$ cat src/rtl/ghost_sprite_engine.sv
// Multi-ghost engine: per-frame chase/scatter movement, sprite pixel hit, collision.
// Optional frightened mode enabled by defining GHOST_FRIGHTENED_EN.
module ghost_sprite_engine #(
    parameter int NUM_GHOSTS  = 4,
    parameter int SPRITE_SIZE = 16,
    parameter int COORD_W     = 10,
    parameter int SPEED       = 1,
    parameter int MODE_FRAMES = 420,
    parameter int SCREEN_W    = 640,
    parameter int SCREEN_H    = 480,
    parameter int HOME_X      = 288,
    parameter int HOME_Y      = 224
`ifdef GHOST_FRIGHTENED_EN
    ,
    parameter int FRIGHT_FRAMES = 300
`endif
) (
    input  logic                          Clk,
    input  logic                          reset_rtl_0,
    input  logic                          frame_tick,
    input  logic                          start,
    input  logic [COORD_W-1:0]            draw_x,
    input  logic [COORD_W-1:0]            draw_y,
    input  logic                          draw_valid,
    input  logic [COORD_W-1:0]            pacman_x,
    input  logic [COORD_W-1:0]            pacman_y,
`ifdef GHOST_FRIGHTENED_EN
    input  logic                          power_pellet,
    output logic                          ghost_eaten,
`endif
    output logic [NUM_GHOSTS*COORD_W-1:0] ghost_x,
    output logic [NUM_GHOSTS*COORD_W-1:0] ghost_y,
    output logic                          pix_hit,
    output logic [2:0]                    pix_id,
    output logic [3:0]                    pix_red,
    output logic [3:0]                    pix_green,
    output logic [3:0]                    pix_blue,
    output logic                          mode,
    output logic                          game_over,
    output logic [2:0]                    collision_id
);

    localparam int IW = (NUM_GHOSTS > 1) ? $clog2(NUM_GHOSTS) : 1;
    localparam int TW = (MODE_FRAMES > 1) ? $clog2(MODE_FRAMES) : 1;
    localparam int DW = COORD_W + 2;
    localparam int GW = NUM_GHOSTS * COORD_W;
    localparam logic [COORD_W-1:0] MAX_X = COORD_W'(SCREEN_W - SPRITE_SIZE);
    localparam logic [COORD_W-1:0] MAX_Y = COORD_W'(SCREEN_H - SPRITE_SIZE);

    function automatic logic [GW-1:0] home_xs();
        logic [GW-1:0] v;
        v = '0;
        for (int i = 0; i < NUM_GHOSTS; i++)
            v[i*COORD_W +: COORD_W] = COORD_W'(HOME_X + i * SPRITE_SIZE);
        return v;
    endfunction

    function automatic logic [GW-1:0] home_ys();
        logic [GW-1:0] v;
        v = '0;
        for (int i = 0; i < NUM_GHOSTS; i++)
            v[i*COORD_W +: COORD_W] = COORD_W'(HOME_Y);
        return v;
    endfunction

    localparam logic [GW-1:0] HOME_XV = home_xs();
    localparam logic [GW-1:0] HOME_YV = home_ys();

    function automatic logic [11:0] palette(input int i);
        logic [11:0] c;
        unique case (i % 4)
            0:       c = 12'hF00;
            1:       c = 12'hFBB;
            2:       c = 12'h0FF;
            default: c = 12'hFB4;
        endcase
        return c;
    endfunction

    function automatic logic [COORD_W-1:0] clampc(
        input logic signed [DW-1:0] v,
        input logic [COORD_W-1:0]   mx
    );
        if (v < 0)
            return '0;
        if (v > $signed({2'b00, mx}))
            return mx;
        return v[COORD_W-1:0];
    endfunction

    function automatic logic signed [DW-1:0] sabs(input logic signed [DW-1:0] v);
        return (v < 0) ? -v : v;
    endfunction

    typedef enum logic [2:0] {
        S_IDLE,
        S_RUN,
        S_UPDATE,
        S_CHECK,
        S_OVER
    } state_t;

    state_t                  state_q;
    logic [IW-1:0]           idx_q;
    logic                    tick_q;
    logic [TW-1:0]           timer_q;
    logic                    mode_q;
    logic [GW-1:0]           gx_q, gy_q;
    logic                    game_over_q;
    logic [2:0]              coll_q;
    logic                    hit_q;
    logic [2:0]              id_q;
    logic [11:0]             rgb_q;
    logic [NUM_GHOSTS-1:0]   fright_q;
`ifdef GHOST_FRIGHTENED_EN
    localparam int FW = $clog2(FRIGHT_FRAMES + 1);
    logic [FW-1:0]           fcnt_q;
    logic                    eaten_q;
`endif

    logic                    frame_edge;
    assign frame_edge = frame_tick & ~tick_q;

    // Movement of the ghost selected by idx_q.
    logic [COORD_W-1:0]      cur_gx, cur_gy, tx, ty;
    logic [COORD_W-1:0]      nx_d, ny_d;
    logic [1:0]              corner;
    logic                    flee;
    logic signed [DW-1:0]    dx, dy, adx, ady, stp, sgn_x, sgn_y;

    always_comb begin
        cur_gx = gx_q[idx_q*COORD_W +: COORD_W];
        cur_gy = gy_q[idx_q*COORD_W +: COORD_W];
        corner = 2'(idx_q);
        flee   = fright_q[idx_q];
        if (mode_q || flee) begin
            tx = pacman_x;
            ty = pacman_y;
        end else begin
            tx = corner[0] ? MAX_X : '0;
            ty = corner[1] ? MAX_Y : '0;
        end
        dx    = $signed({2'b00, tx}) - $signed({2'b00, cur_gx});
        dy    = $signed({2'b00, ty}) - $signed({2'b00, cur_gy});
        adx   = sabs(dx);
        ady   = sabs(dy);
        sgn_x = ((dx > 0) ^ flee) ? DW'(1) : -DW'(1);
        sgn_y = ((dy > 0) ^ flee) ? DW'(1) : -DW'(1);
        nx_d  = cur_gx;
        ny_d  = cur_gy;
        stp   = '0;
        if (adx >= ady && adx != 0) begin
            stp  = (adx < DW'(SPEED)) ? adx : DW'(SPEED);
            nx_d = clampc($signed({2'b00, cur_gx}) + sgn_x * stp, MAX_X);
        end else if (ady != 0) begin
            stp  = (ady < DW'(SPEED)) ? ady : DW'(SPEED);
            ny_d = clampc($signed({2'b00, cur_gy}) + sgn_y * stp, MAX_Y);
        end
    end

    // Pacman overlap per ghost, lowest index reported.
    logic [NUM_GHOSTS-1:0]   ovl, danger, eat;
    logic [2:0]              danger_id;
    logic signed [DW-1:0]    ox, oy;

    always_comb begin
        ovl = '0;
        ox  = '0;
        oy  = '0;
        for (int i = 0; i < NUM_GHOSTS; i++) begin
            ox = $signed({2'b00, gx_q[i*COORD_W +: COORD_W]})
               - $signed({2'b00, pacman_x});
            oy = $signed({2'b00, gy_q[i*COORD_W +: COORD_W]})
               - $signed({2'b00, pacman_y});
            ovl[i] = (sabs(ox) < DW'(SPRITE_SIZE))
                   && (sabs(oy) < DW'(SPRITE_SIZE));
        end
        danger    = ovl & ~fright_q;
        eat       = ovl & fright_q;
        danger_id = '0;
        for (int i = NUM_GHOSTS - 1; i >= 0; i--)
            if (danger[i])
                danger_id = 3'(i);
    end

    // Sprite hit for the current pixel; the descending loop lets index 0 win.
    logic                    hit_d;
    logic [2:0]              id_d;
    logic [11:0]             rgb_d;
    logic [COORD_W:0]        px, py, lx, ly;

    always_comb begin
        hit_d = 1'b0;
        id_d  = '0;
        rgb_d = '0;
        px    = {1'b0, draw_x};
        py    = {1'b0, draw_y};
        lx    = '0;
        ly    = '0;
        for (int i = NUM_GHOSTS - 1; i >= 0; i--) begin
            lx = {1'b0, gx_q[i*COORD_W +: COORD_W]};
            ly = {1'b0, gy_q[i*COORD_W +: COORD_W]};
            if (draw_valid
                && px >= lx && px < lx + (COORD_W+1)'(SPRITE_SIZE)
                && py >= ly && py < ly + (COORD_W+1)'(SPRITE_SIZE)) begin
                hit_d = 1'b1;
                id_d  = 3'(i);
                rgb_d = fright_q[i] ? 12'h00F : palette(i);
            end
        end
    end

    always_ff @(posedge Clk or negedge reset_rtl_0) begin
        if (!reset_rtl_0) begin
            state_q     <= S_IDLE;
            idx_q       <= '0;
            tick_q      <= 1'b0;
            timer_q     <= '0;
            mode_q      <= 1'b0;
            gx_q        <= HOME_XV;
            gy_q        <= HOME_YV;
            game_over_q <= 1'b0;
            coll_q      <= '0;
            hit_q       <= 1'b0;
            id_q        <= '0;
            rgb_q       <= '0;
            fright_q    <= '0;
`ifdef GHOST_FRIGHTENED_EN
            fcnt_q      <= '0;
            eaten_q     <= 1'b0;
`endif
        end else begin
            tick_q <= frame_tick;
            hit_q  <= hit_d;
            id_q   <= id_d;
            rgb_q  <= rgb_d;
`ifdef GHOST_FRIGHTENED_EN
            eaten_q <= 1'b0;
`endif
            unique case (state_q)
                S_IDLE: begin
                    if (start) begin
                        state_q <= S_RUN;
                        mode_q  <= 1'b0;
                        timer_q <= '0;
                    end
                end
                S_RUN: begin
                    if (frame_edge) begin
                        state_q <= S_UPDATE;
                        idx_q   <= '0;
`ifdef GHOST_FRIGHTENED_EN
                        if (fcnt_q != '0) begin
                            fcnt_q <= fcnt_q - 1'b1;
                            if (fcnt_q == FW'(1))
                                fright_q <= '0;
                        end else
`endif
                        if (timer_q == TW'(MODE_FRAMES - 1)) begin
                            timer_q <= '0;
                            mode_q  <= ~mode_q;
                        end else begin
                            timer_q <= timer_q + 1'b1;
                        end
                    end
`ifdef GHOST_FRIGHTENED_EN
                    if (power_pellet) begin
                        fcnt_q   <= FW'(FRIGHT_FRAMES);
                        fright_q <= '1;
                    end
`endif
                end
                S_UPDATE: begin
                    gx_q[idx_q*COORD_W +: COORD_W] <= nx_d;
                    gy_q[idx_q*COORD_W +: COORD_W] <= ny_d;
                    if (idx_q == IW'(NUM_GHOSTS - 1))
                        state_q <= S_CHECK;
                    else
                        idx_q <= idx_q + 1'b1;
                end
                S_CHECK: begin
                    if (|danger) begin
                        state_q     <= S_OVER;
                        game_over_q <= 1'b1;
                        coll_q      <= danger_id;
                    end else begin
                        state_q <= S_RUN;
`ifdef GHOST_FRIGHTENED_EN
                        for (int i = 0; i < NUM_GHOSTS; i++) begin
                            if (eat[i]) begin
                                gx_q[i*COORD_W +: COORD_W] <= HOME_XV[i*COORD_W +: COORD_W];
                                gy_q[i*COORD_W +: COORD_W] <= HOME_YV[i*COORD_W +: COORD_W];
                                fright_q[i] <= 1'b0;
                            end
                        end
                        eaten_q <= |eat;
`endif
                    end
                end
                S_OVER: begin
                    if (start) begin
                        state_q     <= S_RUN;
                        gx_q        <= HOME_XV;
                        gy_q        <= HOME_YV;
                        game_over_q <= 1'b0;
                        mode_q      <= 1'b0;
                        timer_q     <= '0;
                        fright_q    <= '0;
`ifdef GHOST_FRIGHTENED_EN
                        fcnt_q      <= '0;
`endif
                    end
                end
                default: state_q <= S_IDLE;
            endcase
        end
    end

`ifdef GHOST_FRIGHTENED_EN
    assign ghost_eaten = eaten_q;
`else
    logic unused_eat;
    assign unused_eat = |eat;
`endif

    assign ghost_x      = gx_q;
    assign ghost_y      = gy_q;
    assign pix_hit      = hit_q;
    assign pix_id       = id_q;
    assign pix_red      = rgb_q[11:8];
    assign pix_green    = rgb_q[7:4];
    assign pix_blue     = rgb_q[3:0];
    assign mode         = mode_q;
    assign game_over    = game_over_q;
    assign collision_id = coll_q;

endmodule

$ cat config.mk
export PLATFORM = sky130hd
export DESIGN_NAME = ghost_sprite_engine
export DESIGN_NICKNAME = d
export VERILOG_FILES = /design/src/rtl/ghost_sprite_engine.sv
export SDC_FILE = /design/constraint.sdc
export NUM_CORES = 1
export LEC_CHECK = 0
export CAP_MARGIN = 40
export CORE_MARGIN = 2
export CORE_UTILIZATION = 50
export CTS_CLUSTER_SIZE = 8
export DETAILED_ROUTE_END_ITERATION = 16
export PLACE_DENSITY_LB_ADDON = 0.3
export SLEW_MARGIN = 20
export SYNTH_ARGS = -nofsm -noshare
export SYNTH_HDL_FRONTEND = slang
export SYNTH_SLANG_ARGS = --single-unit
export TNS_END_PERCENT = 30
$ cat constraint.sdc
create_clock -name Clk -period 12.45 [get_ports Clk]
set_input_delay 1.245 -clock Clk [delete_from_list [all_inputs] [get_ports Clk]]
set_output_delay 1.245 -clock Clk [all_outputs]
set_load 0.02 [all_outputs]
# --- Yosys cells after proc, flatten, opt, wreduce, memory -nomap -nowiden ---
# Index checks and enable logic that the tools add are counted.
word_totals:
  output_inout_bits: 101
  in_bits: 45
  elab_cells: 236
  reg_bits: 116
op_classes:
  bitwise_logic: 5
  addsub: 33
  n_eq_ne: 13
  muxes: 83
  reduce_logical: 38
  order_cmp: 44
  multipliers: 3
  n_shift: 5
ops:
  columns: ["op", "n"]
  rows:
  - ["2-to-1 mux 12 bit", 18]
  - ["one-hot mux 40 bit (2 select lines)", 2]
  - ["2-to-1 mux 10 bit", 14]
  - ["negator 11 -> 12 bit", 10]
  - ["< comparator 11 x 1 -> 1 bit (second input constant)", 10]
  - ["subtractor 10 x 10 -> 11 bit", 10]
  - ["< comparator 12 x 6 -> 1 bit (second input constant)", 8]
  - ["adder 10 x 5 -> 11 bit (second input constant)", 8]
  - ["< comparator 10 x 11 -> 1 bit", 8]
  - ["bitwise mux 40 bit", 2]
  - [">= comparator 10 bit", 8]
  - ["2-to-1 mux 40 bit", 2]
  - ["indexed part select 10 x 34 -> 40 bit", 2]
  - ["indexed part select 40 x 7 -> 10 bit", 2]
  - ["nonzero test 32 bit", 2]
  - ["variable shift 10 x 34 -> 40 bit (first input constant)", 1]
  - ["2-to-1 mux 9 bit", 4]
  - ["negator 6 -> 34 bit", 1]
  - ["2-to-1 mux 3 bit", 10]
  - ["adder 11 x 12 -> 12 bit", 2]
  - ["< comparator 12 x 1 -> 1 bit (second input constant)", 2]
  - ["< comparator 12 x 2 -> 1 bit (second input constant)", 2]
  - ["multiplier 12 x 12 -> 12 bit", 2]
  - ["greater-than comparator 11 x 1 -> 1 bit (second input constant)", 2]
  - ["other kinds (33)", 92]

# --- Longest topological paths before layout ---
logic_depth:
  depth_word: 25
  mapped_depth: 45
  depth_no_buf: 39

# --- Worst setup path after synthesis ---
# OpenSTA, ideal clock, no wires.
synth_path:
  path_kind: "flip-flop to flip-flop"
  startpoint: "reg idx_q[1], in the netlist corner[1]"
  endpoint: "reg gy_q[17], in the netlist ghost_y[17]"
  setup_ns: 0.072
  required_ns: 12.378
  stages_incl_launch_ff: 41
  period_less_slack_ns: 10.945
  path_buffers: 6
  arrival_time_ns: 10.873
  path_slack_ns: 1.505
  cell_sequence: "dfrtp_1 > clkbuf_1 > buf_1 > clkbuf_1 > mux4_2 > inv_1 > ha_1 > buf_4 > a21oi_2 > and2_1 > nand3_1 > and2_1 > buf_2 > o41ai_1 > xnor2_1 > nand4_1 > nor4_4 > inv_1 > [... 5 more ...] > inv_1 > fa_1 > fa_1 > inv_1 > fa_1 > inv_1 > ha_1 > o21a_1 > nor2_1 > a21oi_1 > xor2_1 > or3_1 > nor2_4 > nand2_1 > mux4_2 > mux2_2 > or4_1 > o21ai_1"
synth_between:
  elab_chain_len: 23
  elab_cells_between_ends: 47
  classes_between: "add/sub (6); mul (2); order compare (7); shift (4); mux (23); bitwise (1); reduce/logical (4)"
synth_rtl:
  columns: ["element", "line", "rtl"]
  rows:
  - ["start, declared", "104", "logic [IW-1:0] idx_q;"]
  - ["start signal, assigned", "279", "idx_q <= idx_q + 1'b1;"]
  - ["branches (longest 21 deep; another with negator 11 -> 12 bit)", null, null]
  - ["bitwise mux 40 bit (*)", "275", "gy_q[idx_q*COORD_W +: COORD_W] <= ny_d;"]
  - ["one-hot mux 40 bit (2 select lines) (*)", "240", "unique case (state_q)"]
  - ["end signal, assigned by index", "275", null]
  - ["end, declared", "108", "logic [GW-1:0] gx_q, gy_q;"]
# Every way passes the cells marked *. The select of a mux whose other input is x is not followed.
# A chain may end at the register's enable or synchronous reset.

# --- Worst setup path after layout ---
layout_path:
  startpoint: "in pacman_y[0]"
  endpoint: "reg gy_q[12], in the netlist ghost_y[12]"
layout_between:
  elab_chain_len: 20
  elab_cells_between_ends: 32
  classes_between: "add/sub (3); mul (1); order compare (6); shift (1); mux (18); bitwise (1); reduce/logical (2)"
layout_rtl:
  columns: ["element", "line", "rtl"]
  rows:
  - ["start, declared", "26", "input logic [COORD_W-1:0] pacman_y,"]
  - ["2-to-1 mux 10 bit (*)", "136", "if (mode_q || flee) begin"]
  - ["subtractor 10 x 10 -> 11 bit (*)", "144", "dy = $signed({2'b00, ty}) - $signed({2'b00, cur_gy});"]
  - ["negator 11 -> 12 bit / < comparator 11 x 1 -> 1 bit (equally long branches)", "92", "return (v < 0) ? -v : v;"]
  - ["2-to-1 mux 12 bit", "92", null]
  - ["< comparator 12 x 2 -> 1 bit", "156", "stp = (ady < DW'(SPEED)) ? ady : DW'(SPEED);"]
  - ["2-to-1 mux 12 bit", "156", null]
  - ["multiplier 12 x 12 -> 12 bit", "157", "ny_d = clampc($signed({2'b00, cur_gy}) + sgn_y * stp, MAX_Y);"]
  - ["adder 11 x 12 -> 12 bit", "157", null]
  - ["[... 4 more ...]", null, null]
  - ["2-to-1 mux 1 bit", "152", "if (adx >= ady && adx != 0) begin"]
  - ["2-to-1 mux 10 bit", "88", "return v[COORD_W-1:0];"]
  - ["2-to-1 mux 10 bit", "86", "if (v > $signed({2'b00, mx}))"]
  - ["2-to-1 mux 10 bit", "155", "end else if (ady != 0) begin"]
  - ["2-to-1 mux 10 bit (*)", "152", null]
  - ["indexed part select 10 x 34 -> 40 bit (*)", "275", null]
  - ["bitwise mux 40 bit (*)", "275", null]
  - ["one-hot mux 40 bit (2 select lines) (*)", "240", null]
# Every way passes the cells marked *; elsewhere a longest branch is shown, timed or not. The select of a mux whose other input is x is not followed.

==> out/metrics.sh <==
TIMING.CLOCK.SKEW_PS=10.9
DRT_FIRST_ITER_VIOLATIONS=1701
GLOBAL_ROUTE_WIRE_LENGTH_BEFORE_REPAIR_MM=111
WL_MM=70.7
FINALNETCOUNT=3117
WORSTSETUPSTARTPOINTTYPE='input pin'
ASYNCSETRESETFLOPFRACSYNTH_PCT=100
WORSTHOLDPATHCELLS=1
FINAL_MIN_PERIOD_OVER_CLOCK_PERIOD_PCT=94.3
DIE_HEIGHT_UM=208
VIA_PER_INST=6.30
FINAL_PERIOD_MINUS_WORST_SETUP_SLACK_PS=11740
SYNTH_SEQ_CELLS=106
FRACTION_OF_FINAL_LAYOUT_CELLS_SIZED_BEYOND_DRIVE_STRENGTH_1_PCT=5.76
SYNTHTOLAYOUTAREAGROWTH_PCT=10.9
DIE_W_UM=208
DRTANTENNAVIOLNETS=0
DRT_PASS1_ITERATIONS=6
SYNTH_SEQ_AREA_SHARE_PCT=12.9
ROUTED_WIRE_LENGTH_PER_INSTANCE_UM=22.1
FINAL_TNS_SETUP_PS=0
CRITICAL_PATH.MAX_STAGE_DELAY_PS=860
GLOBALPLACE.CONGESTION=0.986
CTS_BUFFER_DEPTH=2
TIMING.RR.END='ghost_y[12]'
MAX-CAP-VIOLATIONS=0
SYNTHESIS.INSTANCES=2562
DRC_ERRORS=0
SYN-CELL-AREA_UM2=20700
LAYOUT.CELLS.MOST_COMMON_LIST='325 x sky130_fd_sc_hd__ha_1, 312 x sky130_fd_sc_hd__inv_1, 188 x sky130_fd_sc_hd__nand2_1'
WORSTSKEWPAIRLATENCY_PS=370
TIMING.CRITICAL_PATH.FANOUT_MAX=14
TIMING.REG2REG.WORST_PATH_DEPTH=35
FINALSETUPVIOLATIONS=0
PORTBUFFERS=143
VIAS=20177
POST-SYNTH-TOP-AREA-CELL='sky130_fd_sc_hd__ha_1'
VIA_COUNT_OF_THE_FIRST_GLOBAL_ROUTING_PASS=19891
GRT_SETUP_UNREPAIRED='no'
GRT_ANTENNA_BEFORE_REPAIR=0
NETLIST-CELL-TYPE-COUNT=101
SYNTH_TOP_CELL_AREA_SHARE_PCT=19.6
GRT_START_MAX_NET_PINS=55
CORE_AREA_UM2=40800
CP_DATA_ARRIVAL_TIME_PS=11940
CTS_BUFFERS=9
MIN_PATH_TYPE='reg -> reg'
FMAX_GHz=0.0852
TIMING.HOLD.WORST_ENDPOINT='timer_q[4]'
CP_SLOWEST_CELL='sky130_fd_sc_hd__fa_1'
COUNT_OF_FLIP_FLOPS_WITH_A_BUILT_IN_ENABLE_AFTER_SYNTHESIS=0
ROWS=74
TIMING.CRITICAL_PATH.TO_TYPE='flip-flop'
TIMING.HOLD.WORST.START='timer_q[4]'
TRITONCTS='built'
DIE-AREA_UM2=43100
SYNTH-WARNING-COUNT=0
FINAL.HOLD.WORST_SLACK_PS=520
CTSHOLDBUFFERS=0
CTS_SINKS=106
WORST-ENDPOINT-REQUIRED_PS=12660
R2R-START='corner[1]'
OUTCOME='complete, no violations'
INITIAL_UTILIZATION_PCT=50.8
CLK_ROOT_BUFFER_CELL='sky130_fd_sc_hd__clkbuf_16'
PLACE.DETAILED.HPWL_MM=57.8
TOP_LEVEL_I_O_COUNT=146
DRV_SLEW=0
TIMING_WORST_SLEW_PIN_VALUE_PS=853
FF2FF_SETUP_SLACK_PS=830
CTS.CLK_SLEW.WORST_PATHS_PS=70
TOP_CELLS_BY_AREA_IN_THE_SYNTHESIZED_NETLIST='sky130_fd_sc_hd__ha_1 20%, sky130_fd_sc_hd__dfrtp_1 10%, sky130_fd_sc_hd__fa_1 7.7%, sky130_fd_sc_hd__inv_1 5.6%, sky130_fd_sc_hd__xnor2_1 4.0%'
SYN-MEAN-INSTANCE-AREA_UM2=8.09
TIMING_HOLD_VIOLATIONS_FINAL=0
MOSTFREQUENTLAYOUTCELL='sky130_fd_sc_hd__ha_1'
GLOBALROUTEOVERFLOWTOTAL=0
CP_COMMON_CELL='sky130_fd_sc_hd__fa_1'
TOTAL_GLOBAL_ROUTING_TRACK_UTILIZATION_PCT=32.2
WORST-SETUP-PATH-TYPE='in -> reg'
DOMINANTREGCELLSYNTH='sky130_fd_sc_hd__dfrtp_1'
NUMBER_OF_LEVELS_THE_H_TREE_WAS_SPLIT_INTO=3
TIMING.MAX_SLEW.REL_SLACK_PCT=42.7
==> through the flow <==
step                      std cells  setup WS (ps)  util, %  area, µm²
after floorplan                2566           1510        -      20700
after global placement         3183            366     55.4      22600
after detailed placement       3183            291     55.4      22600
after CTS                      3199            448     56.2      22900
after global routing           3204           48.9     56.3      23000
final                          3205            714     56.3      23000
==> worst max-delay path by stage <==
stage	startpoint	to	slack (ps)	depth (start not counted)
after floorplan	corner[1]	ghost_y[17]	1510	40
after global placement	pacman_y[0]	ghost_y[28]	370	36
after detailed placement	pacman_y[0]	ghost_y[12]	290	36
after CTS	corner[1]	ghost_y[12]	450	34
after global routing	pacman_y[0]	ghost_y[12]	50	36
final	pacman_y[0]	ghost_y[12]	710	37
==> cell usage after synthesis, drive strengths merged (25+ instances only) <==
| library cell | count |
|---|---|
| a21boi | 29 |
| a21o | 41 |
| a21oi | 135 |
| a31oi | 29 |
| and2 | 30 |
| buf | 25 |
| clkbuf | 51 |
| dfrtp | 84 |
| fa | 80 |
| ha | 325 |
| inv | 314 |
| mux2i | 44 |
| mux4 | 26 |
| nand2 | 189 |
| nand2b | 45 |
| nand3 | 70 |
| nor2 | 178 |
| nor2b | 43 |
| nor3 | 52 |
| o21a | 84 |
| o21ai | 160 |
| o221ai | 35 |
| or3 | 25 |
| xnor2 | 96 |
| xor2 | 41 |
==> flip-flops by register name, summed over array words and instances (netlist names), 2 cells and up <==
signal,cells
rgb_q,5
state_q,3
collision_id,2
corner,2
ghost_x,40
timer_q,9
ghost_y,40
==> final cells by class <==
cell class                      count  area (µm²)
Antenna cell                        1        2.50
Clock buffer                       14         274
Clock inverter                      2        35.0
Fill cell                        3731       17800
Inverter                          314        1180
Multi-Input combinational cell   2070       16600
Sequential cell                   106        2690
Tap cell                          532         666
Timing Repair Buffer              166        1610
==> routing by layer <==
metal	vias to the layer above	GRT usage (%)	routed length [µm]	part of all wire [%]
met4	0	13.2	3230	4.6
met2	870	53.9	33100	47
met5	-	0	0	0
li1	9407	-	-	-
met1	9709	41.7	29300	41
met3	191	4.66	5010	7.1
==> cells by family after synthesis <==
logic type,count (synthesis),share of synthesized area [%]
XOR/XNOR,137,5.86
multiplexers,81,5.57
buffers and inverters,390,7.40
AO/OA/AOI/OAI,711,23.6
AND/OR/NAND/NOR,730,17.3
adder cells (fa/ha/maj),405,27.3
other,2,0.0362
flip-flops,106,12.9
==> worst max-delay path, delay by kind of cell <==
family,cells,cell delay [ps]
XOR/XNOR,4,1110
AO/OA/AOI/OAI,9,2520
multiplexers,1,430
AND/OR/NAND/NOR,8,1350
adder cells (fa/ha/maj),9,4020
buffers and inverters,6,1250
==> what timing repair did <==
item / CTS / global route
buffers inserted: 0 / 0
gates resized for setup: 0 / 3
endpoints found under the setup margin: 0 / 31
Power is left out: the tool's default activity adds up to more than one toggle a clock period on the data nets, which glitch-free logic cannot reach.
